`src/rtl/v_tile_pkg.sv`:
```
// Shared types and constants for the tile result sender.
package v_tile_pkg;

  typedef enum logic [1:0] {
    ST_IDLE     = 2'd0,
    ST_WAIT_RDY = 2'd1,
    ST_SEND     = 2'd2
  } state_t;

  localparam logic [1:0] DEST_N = 2'd0;
  localparam logic [1:0] DEST_E = 2'd1;
  localparam logic [1:0] DEST_S = 2'd2;
  localparam logic [1:0] DEST_W = 2'd3;

  // Service order is N, E, S, W; callers only pass non-zero masks.
  function automatic logic [1:0] lowest_bit(input logic [3:0] mask);
    if (mask[DEST_N])      return DEST_N;
    else if (mask[DEST_E]) return DEST_E;
    else if (mask[DEST_S]) return DEST_S;
    else                   return DEST_W;
  endfunction

endpackage

```
`src/rtl/result_fifo.sv`:
```
// Small synchronous FIFO buffering {result, dest mask} entries ahead of the sender FSM.
module result_fifo #(
  parameter int width = 68,
  parameter int depth = 2
) (
  input  logic             clk,
  input  logic             reset,
  input  logic             i_push,
  input  logic             i_pop,
  input  logic [width-1:0] i_data,
  output logic [width-1:0] o_data,
  output logic             o_full,
  output logic             o_empty
);

  localparam int AW = $clog2(depth);
  localparam logic [AW:0] PTR_ONE = {{AW{1'b0}}, 1'b1};

  logic [width-1:0] r_mem [depth];
  logic [AW:0]      r_wr_ptr;
  logic [AW:0]      r_rd_ptr;
  logic             w_do_push;
  logic             w_do_pop;

  assign o_empty   = (r_wr_ptr == r_rd_ptr);
  assign o_full    = (r_wr_ptr[AW] != r_rd_ptr[AW]) &&
                     (r_wr_ptr[AW-1:0] == r_rd_ptr[AW-1:0]);
  assign w_do_pop  = i_pop && !o_empty;
  // A pop frees the head slot this cycle, so a push while full still fits.
  assign w_do_push = i_push && (!o_full || w_do_pop);
  assign o_data    = r_mem[r_rd_ptr[AW-1:0]];

  always_ff @(posedge clk or negedge reset) begin
    if (!reset) begin
      r_wr_ptr <= '0;
      r_rd_ptr <= '0;
    end else begin
      if (w_do_push) r_wr_ptr <= r_wr_ptr + PTR_ONE;
      if (w_do_pop)  r_rd_ptr <= r_rd_ptr + PTR_ONE;
    end
  end

  always_ff @(posedge clk) begin
    if (w_do_push) r_mem[r_wr_ptr[AW-1:0]] <= i_data;
  end

endmodule

```
`src/rtl/v_tile_sender.sv`:
```
// Forwards adder results to up to four neighbours, one destination at a time.
//   state    | meaning
//   IDLE     | no transfer in flight; pops the FIFO head when one is available
//   WAIT_RDY | holding a result for port r_cur until that neighbour is ready
//   SEND     | write_en[r_cur] high with data stable until write_ack[r_cur]
module v_tile_sender
  import v_tile_pkg::*;
#(
  parameter int width      = 16,
  parameter int num_inputs = 4,
  parameter int fifo_depth = 2
) (
  input  logic                        clk,
  input  logic                        reset,
  input  logic [width*num_inputs-1:0] adder_outputs,
  input  logic [3:0]                  dest_info,
  input  logic                        adder_ack,
  output logic [3:0]                  write_en,
  input  logic [3:0]                  write_rdy,
  input  logic [3:0]                  write_ack,
  output logic [width*num_inputs-1:0] w_data_out,
  output logic                        busy,
  output logic                        overflow,
  output logic [7:0]                  drop_cnt
);

  localparam int DW = width * num_inputs;
  localparam int EW = DW + 4;

  state_t        r_state;
  state_t        w_state_nxt;
  logic [DW-1:0] r_data;
  logic [DW-1:0] w_data_nxt;
  logic [3:0]    r_mask;
  logic [3:0]    w_mask_nxt;
  logic [1:0]    r_cur;
  logic [1:0]    w_cur_nxt;
  logic [DW-1:0] r_data_out;
  logic          r_overflow;
  logic [7:0]    r_drop_cnt;

  logic          w_pop;
  logic          w_full;
  logic          w_empty;
  logic          w_drop_zero;
  logic          w_load_out;
  logic [EW-1:0] w_head;
  logic [3:0]    w_mask_left;

  result_fifo #(
    .width (EW),
    .depth (fifo_depth)
  ) u_fifo (
    .clk     (clk),
    .reset   (reset),
    .i_push  (adder_ack),
    .i_pop   (w_pop),
    .i_data  ({adder_outputs, dest_info}),
    .o_data  (w_head),
    .o_full  (w_full),
    .o_empty (w_empty)
  );

  always_comb begin
    w_state_nxt = r_state;
    w_data_nxt  = r_data;
    w_mask_nxt  = r_mask;
    w_cur_nxt   = r_cur;
    w_pop       = 1'b0;
    w_drop_zero = 1'b0;
    w_load_out  = 1'b0;
    w_mask_left = r_mask & ~(4'b0001 << r_cur);
    case (r_state)
      ST_IDLE: begin
        if (!w_empty) begin
          w_pop      = 1'b1;
          w_data_nxt = w_head[EW-1:4];
          w_mask_nxt = w_head[3:0];
          if (w_head[3:0] == 4'b0000) begin
            w_drop_zero = 1'b1;
          end else begin
            w_state_nxt = ST_WAIT_RDY;
            w_cur_nxt   = lowest_bit(w_head[3:0]);
          end
        end
      end
      ST_WAIT_RDY: begin
        if (write_rdy[r_cur]) begin
          w_state_nxt = ST_SEND;
          w_load_out  = 1'b1;
        end
      end
      ST_SEND: begin
        // Acks on other ports are ignored by indexing with r_cur only.
        if (write_ack[r_cur]) begin
          w_mask_nxt = w_mask_left;
          if (w_mask_left != 4'b0000) begin
            w_state_nxt = ST_WAIT_RDY;
            w_cur_nxt   = lowest_bit(w_mask_left);
          end else begin
            w_state_nxt = ST_IDLE;
          end
        end
      end
      default: w_state_nxt = ST_IDLE;
    endcase
  end

  always_ff @(posedge clk or negedge reset) begin
    if (!reset) begin
      r_state    <= ST_IDLE;
      r_data     <= '0;
      r_mask     <= '0;
      r_cur      <= '0;
      r_data_out <= '0;
      r_overflow <= 1'b0;
      r_drop_cnt <= '0;
    end else begin
      r_state <= w_state_nxt;
      r_data  <= w_data_nxt;
      r_mask  <= w_mask_nxt;
      r_cur   <= w_cur_nxt;
      // Bus only reloads on entry to SEND so it holds its last value otherwise.
      if (w_load_out) r_data_out <= r_data;
      if (adder_ack && w_full && !w_pop) r_overflow <= 1'b1;
      if (w_drop_zero && (r_drop_cnt != 8'hFF)) r_drop_cnt <= r_drop_cnt + 8'd1;
    end
  end

  assign write_en   = (r_state == ST_SEND) ? (4'b0001 << r_cur) : 4'b0000;
  assign w_data_out = r_data_out;
  assign busy       = !w_empty || (r_state != ST_IDLE);
  assign overflow   = r_overflow;
  assign drop_cnt   = r_drop_cnt;

endmodule

```
`config.mk`:
```
export PLATFORM = sky130hd
export DESIGN_NAME = v_tile_sender
export DESIGN_NICKNAME = d
export VERILOG_FILES = /design/src/rtl/v_tile_pkg.sv /design/src/rtl/result_fifo.sv /design/src/rtl/v_tile_sender.sv
export SDC_FILE = /design/constraint.sdc
export NUM_CORES = 1
export LEC_CHECK = 0
export ABC_AREA = 1
export CAP_MARGIN = 10
export CORE_MARGIN = 3
export CORE_UTILIZATION = 40
export CTS_BUF_LIST = sky130_fd_sc_hd__clkbuf_2
export DETAILED_ROUTE_END_ITERATION = 8
export PLACE_DENSITY = 0.62
export SETUP_SLACK_MARGIN = 0.4
export SLEW_MARGIN = 20
export SYNTH_ARGS = -nofsm -noshare
export SYNTH_HDL_FRONTEND = slang
export SYNTH_SLANG_ARGS = --single-unit
export TNS_END_PERCENT = 20
```
`constraint.sdc`:
```
create_clock -name clk -period 4.22 [get_ports clk]
set_clock_uncertainty 0.2 [all_clocks]
set_input_delay 1.266 -clock clk [delete_from_list [all_inputs] [get_ports clk]]
set_output_delay 1.266 -clock clk [all_outputs]
set_load 0.05 [all_outputs]
```
# Word-level counts from Yosys, hierarchy flattened
# Memory sizes are Yosys's and may differ from the RTL's.
# Cells that the tools add are included.
dict set report word_totals {
  ff_bits 149
  mem_bits_rw 136
  inputBits 79
  elab_cells 83
  mem_count 1
}
# name words word_bits rd rd_clocked_by_memory_dff write_ports line_no
set mem_list {}
lappend mem_list {u_fifo.r_mem 2 68 1 0 1 result_fifo.sv:19} ;# logic [width-1:0] r_mem [depth];
dict set report classes {
  n_addsub 3
  order_cmp 1
  eq_ne 11
  n_shift 1
  n_mux 34
  n_bitwise 3
  n_reduce_logical 20
}
# cell n
set op_table {}
lappend op_table {{$mux W2} 12}
lappend op_table {{$mux W1} 14}
lappend op_table {{$mux W4} 3}
lappend op_table {{$ne A2 B2 Y1 const B} 5}
lappend op_table {{$add A8 B1 Y8 const B} 1}
lappend op_table {{$ne A8 B8 Y1 const B} 1}
lappend op_table {{$pmux W4 S2} 1}
lappend op_table {{$logic_and A1 B1 Y1} 6}
lappend op_table {{$pmux W2 S3} 1}
lappend op_table {{$reduce_and A5 Y1} 1}
lappend op_table {{$add A2 B1 Y2 const B} 2}
lappend op_table {{$and A4 B4 Y4} 1}
lappend op_table {{$bmux W1 S2} 2}
lappend op_table {{$logic_not A4 Y1} 1}
lappend op_table {{$not A4 Y4} 1}
lappend op_table {{$pmux W2 S2} 1}
lappend op_table {{$reduce_and A4 Y1} 1}
lappend op_table {{$reduce_bool A2 Y1} 2}
lappend op_table {{$reduce_bool A4 Y1} 1}
lappend op_table {{$shl A1 B2 Y4 const A} 1}
lappend op_table {{$logic_not A1 Y1} 3}
lappend op_table {{$lt A2 B3 Y1 const B} 1}
lappend op_table {{$reduce_and A3 Y1} 1}
lappend op_table {{$eq A2 B1 Y1 const B} 1}
lappend op_table {{8 further kinds} 9}

# Logic depth before layout (Yosys ltp)
dict set report logic_depth {
  depth_word 9
  depth_mapped 11
}

# Hierarchy
# From an unflattened synthesis, not the netlist that was laid out.
dict set report unflattened {
  hier_cells 1072
  hier_area_um2 11099.4
}
# mod instances cells_each area_each_um2
set modules_own_cells {}
lappend modules_own_cells {v_tile_sender 1 679 5894.4}
lappend modules_own_cells {result_fifo 1 393 5205.0}

# Worst setup path before layout
# Ideal clock, no wire load.
dict set report synth_timing {
  kind {input-to-reg}
  start {in adder_ack}
  end {mem u_fifo.r_mem[1][0], enable pin}
  setup_ns 0.499
  t_arrival_ns 4.264
  slack_ns -0.743
  stages 2
  path_buffers 0
  cell_sequence {nand2_1 -> nor2_1}
}
dict set report synth_between {
  elab_chain_cells 3
}
# element line_no
set synth_rtl {}
lappend synth_rtl {{from (decl)} v_tile_sender.sv:17} ;# input logic adder_ack,
lappend synth_rtl {{$logic_and A1 B1 Y1} result_fifo.sv:30} ;# assign w_do_push = i_push && (!o_full || w_do_pop);
lappend synth_rtl {{$mux W1} result_fifo.sv:44} ;# if (w_do_push) r_mem[r_wr_ptr[AW-1:0]] <= i_data;
lappend synth_rtl {{$mux W1 (implied by the code)} result_fifo.sv:44}
lappend synth_rtl {{to (decl)} result_fifo.sv:19}
# Every way passes these cells.

# Final worst setup path
dict set report layout_timing {
  start {reg r_state[0]}
  end {out write_en[0]}
}
dict set report layout_between {
  elab_chain_cells 2
}
# element line_no
set layout_rtl {}
lappend layout_rtl {{from (decl)} v_tile_sender.sv:30} ;# state_t r_state;
lappend layout_rtl {{from (signal assigned)} v_tile_sender.sv:119} ;# r_state <= w_state_nxt;
lappend layout_rtl {{$eq A2 B2 Y1} v_tile_sender.sv:130} ;# assign write_en = (r_state == ST_SEND) ? (4'b0001 << r_cur) : 4'b0000;
lappend layout_rtl {{$mux W4} v_tile_sender.sv:130}
lappend layout_rtl {{to (decl)} v_tile_sender.sv:18} ;# output logic [3:0] write_en,
# Every way passes these cells.

==> flow_metrics.py <==
metrics = {
    "synthesis": {
        "synth.area.top_cells": "edfxtp_1 (38%), dfrtp_1 (35%), nand2_1 (12%)",
        "yosysWarnings": 0,
        "synth_cells": 934,
        "yosysTopAreaCellShare": 0.381,
        "syn_area_um2": 10700,
        "yosysUniqueCellTypes": 30,
        "synth_seq_cells": 285,
        "syn_area_per_cell_um2": 11.5,
        "ys_seq_area_frac": 0.728,
        "synth_top_area_cell": "edfxtp_1",
        "syn-num-nets": 1014,
    },
    "finish": {
        "drive_gt1_frac": 0.143,
        "mostFrequentLayoutCells": "nand2_1 (349), clkdlybuf4s50_1 (150), dfrtp_1 (149)",
        "stdcell_area_um2": 13400,
        "nFillCells": 2373,
        "fin_nets": 1217,
        "mostFrequentLayoutCell": "nand2_1",
        "seqCellArea_um2": 7810,
        "area_growth_pct": 24.8,
        "multiInputGateArea_um2": 2580,
        "stdcell_count": 1537,
    },
    "route": {
        "vias_per_cell": 4.74,
        "drtIter0Drc": 382,
        "drtAntennaViolNets": 0,
        "first_pass_iters": 4,
        "wl_per_cell_um": 15.6,
        "drcViolationCount": 0,
        "routed_wl_um": 24000,
        "vias": 7284,
    },
    "timing": {
        "setup_viol": 0,
        "finalCritPeriodShare": 0.882,
        "max-slew-margin-rel": 0.444,
        "drv_slew": 0,
        "rsz0062_at_grt": "true",
        "max_freq_ghz": 0.269,
        "min_period_ps": 3720,
        "tightest_slew_ps": 834,
        "timing.final.ws_setup_ps": 499,
        "hold_violations": 0,
    },
    "floorplanning": {
        "die_h_um": 170,
        "core-area_um2": 26200,
        "die_w_um": 170,
        "num_rows": 59,
        "io-pin-count": 157,
        "start_util": 0.409,
        "die_area_um2": 28800,
    },
    "global_route": {
        "first_global_vias": 7439,
        "grt_pass1_wl_um": 38700,
        "grt.total_usage": 0.170,
        "grt_max_degree": 83,
        "overflow": 0,
        "antenna_found_initial": 2,
    },
    "place": {
        "dp_slack_ps": 1020,
        "dp.cells": 1393,
        "dp_hpwl_um": 13900,
        "portBuffers": 156,
        "placed_cell_area_um2": 12600,
        "place_congestion": 0.780,
    },
    "setup_path": {
        "worst_r2r_path_depth": 11,
        "start_kind": "flip-flop",
        "arrival_ps": 2260,
        "cp_slowest_cell": "dlygate4sd2_1",
        "endpoint_kind": "output pin",
        "max_stage_delay_ps": 540,
        "path_max_fanout": 13,
        "timing.rr.end": "drop_cnt[1]",
        "path_class": "flip-flop to output pin",
        "worstPathRequired_ps": 2750,
        "r2r_slack_ps": 1360,
        "path_cells": "inv_2 -> nand2_1 -> nor2_1 -> dlygate4sd2_1",
        "worstReg2RegStart": "u_fifo.r_rd_ptr[0]",
    },
    "clock_network": {
        "h-tree-depth": 3,
        "root_buffer": "clkbuf_2",
        "cts_tree": "yes",
        "clkSinkCount": 285,
        "cts_buffer_depth": 3,
        "postCtsSetupBuffers": 0,
        "clkLatencyLatePin_ps": 780,
        "numCtsBuffers": 76,
        "clkSlewWorstSetupHoldPaths_ps": 110,
        "hold_buffers": 0,
    },
    "outcome": {
        "status": "finished clean",
    },
    "hold_path": {
        "hp-class": "flip-flop to flip-flop",
        "hold_path_depth": 2,
        "whs_endpoint": "r_data[31]",
        "min-delay-start": "u_fifo.r_mem[1][35]",
    },
    "power": {
        "vdd_drop_max_mv": 0.347,
        "p_per_area_nw_per_um2": 810,
        "leakagePower_nw": 5.84,
    },
    "run": {
        "cap_violations": 0,
    },
}
worst max-delay path by stage:
stage                     from                  end  slack (ps)
finish              r_state[0]          write_en[0]         500
global route        r_state[0]          write_en[3]         300
CTS                 r_state[0]          write_en[2]         120
detailed placement   adder_ack  u_fifo.r_mem[0][22]        1020
global placement     adder_ack  u_fifo.r_mem[0][29]        1040
floorplan            adder_ack   u_fifo.r_mem[0][0]        -660
flip-flops by register name (all words and copies together) (netlist names), 4 cells and up:
signal,count
u_fifo.r_mem,136
r_data,64
w_data_out,64
drop_cnt,8
r_mask,4
synthesized netlist by cell type:
| master | instances |
|---|---|
| inv_2 | 7 |
| o211ai_1 | 7 |
| edfxtp_1 | 136 |
| nand3_2 | 1 |
| buf_2 | 17 |
| a21oi_1 | 5 |
| o22ai_1 | 1 |
| nor2_2 | 3 |
| nand2_4 | 1 |
| nand2_2 | 4 |
| nand3_1 | 106 |
| inv_1 | 19 |
| nor3_1 | 1 |
| buf_4 | 8 |
| nor2_4 | 2 |
| o21ai_1 | 6 |
| xor2_1 | 9 |
| a22oi_2 | 1 |
| buf_1 | 1 |
| a31o_2 | 1 |
| nor2_1 | 43 |
| nand4_1 | 1 |
| a31oi_1 | 24 |
| clkbuf_1 | 13 |
| o21a_1 | 3 |
| dfrtp_1 | 149 |
| nand2_1 | 349 |
| o21ai_0 | 8 |
| ha_1 | 1 |
| buf_6 | 7 |
layout make-up:
| cell class | count | share of cell area |
|---|---|---|
| tap | 335 | 0.0313 |
| clock buffer | 123 | 0.0460 |
| antenna | 1 | 0.000187 |
| timing repair buffer | 171 | 0.130 |
| inverter | 26 | 0.00729 |
| clock inverter | 19 | 0.00851 |
| sequential | 285 | 0.584 |
| multi-input combinational | 577 | 0.193 |
timing repair:
item / in CTS / in global routing
pin swaps: 0 / 0
gates resized for setup: 3 / 1
setup endpoints to repair: 4 / 4
per-layer routing:
| layer | track usage | up-vias | routed length, µm |
|---|---|---|---|
| met2 | 0.288 | 186 | 12100 |
| li1 | - | 3595 | - |
| met1 | 0.211 | 3462 | 10300 |
| met3 | 0.0398 | 39 | 1160 |
| met4 | 0.0669 | 2 | 425 |
| met5 | 0 | - | 17 |
stage by stage:
step / hold slack (ps) / power, W / TNS [ps] / util
2_1_floorplan: 229 / 0.00757 / -44600 / -
4_1_cts: 215 / 0.0110 / 0 / 0.510
3_3_place_gp: 231 / 0.00889 / 0 / 0.481
5_1_grt: 262 / 0.0117 / 0 / 0.511
3_5_place_dp: 236 / 0.00901 / 0 / 0.482
6_report: 191 / 0.0108 / 0 / 0.511
critical path, delay by kind of cell (launching register included):
| family | cells | cell delay, ps |
|---|---|---|
| buffers and inverters | 2 | 630 |
| DFF | 1 | 410 |
| and+or+nand+nor | 2 | 420 |
where the power goes:
part           leakage [nW]  switching (W)  total [W]  internal, W
clock network         0.565        0.00111    0.00195     0.000833
logic                  2.18        0.00306    0.00443      0.00137
registers              3.10       0.000473    0.00446      0.00399
total                  5.84        0.00465     0.0108      0.00619
cell families after synthesis:
| kind of cell | count (synthesis) | synth area share |
|---|---|---|
| and+or+nand+nor | 511 | 0.196 |
| DFF | 285 | 0.728 |
| buffers and inverters | 72 | 0.0349 |
| AOI/OAI and AO/OA | 56 | 0.0324 |
| xor gates and xnor gates | 9 | 0.00735 |
| adders and majority gates | 1 | 0.00117 |
No activity file was read; power rests on OpenSTA's default activity.
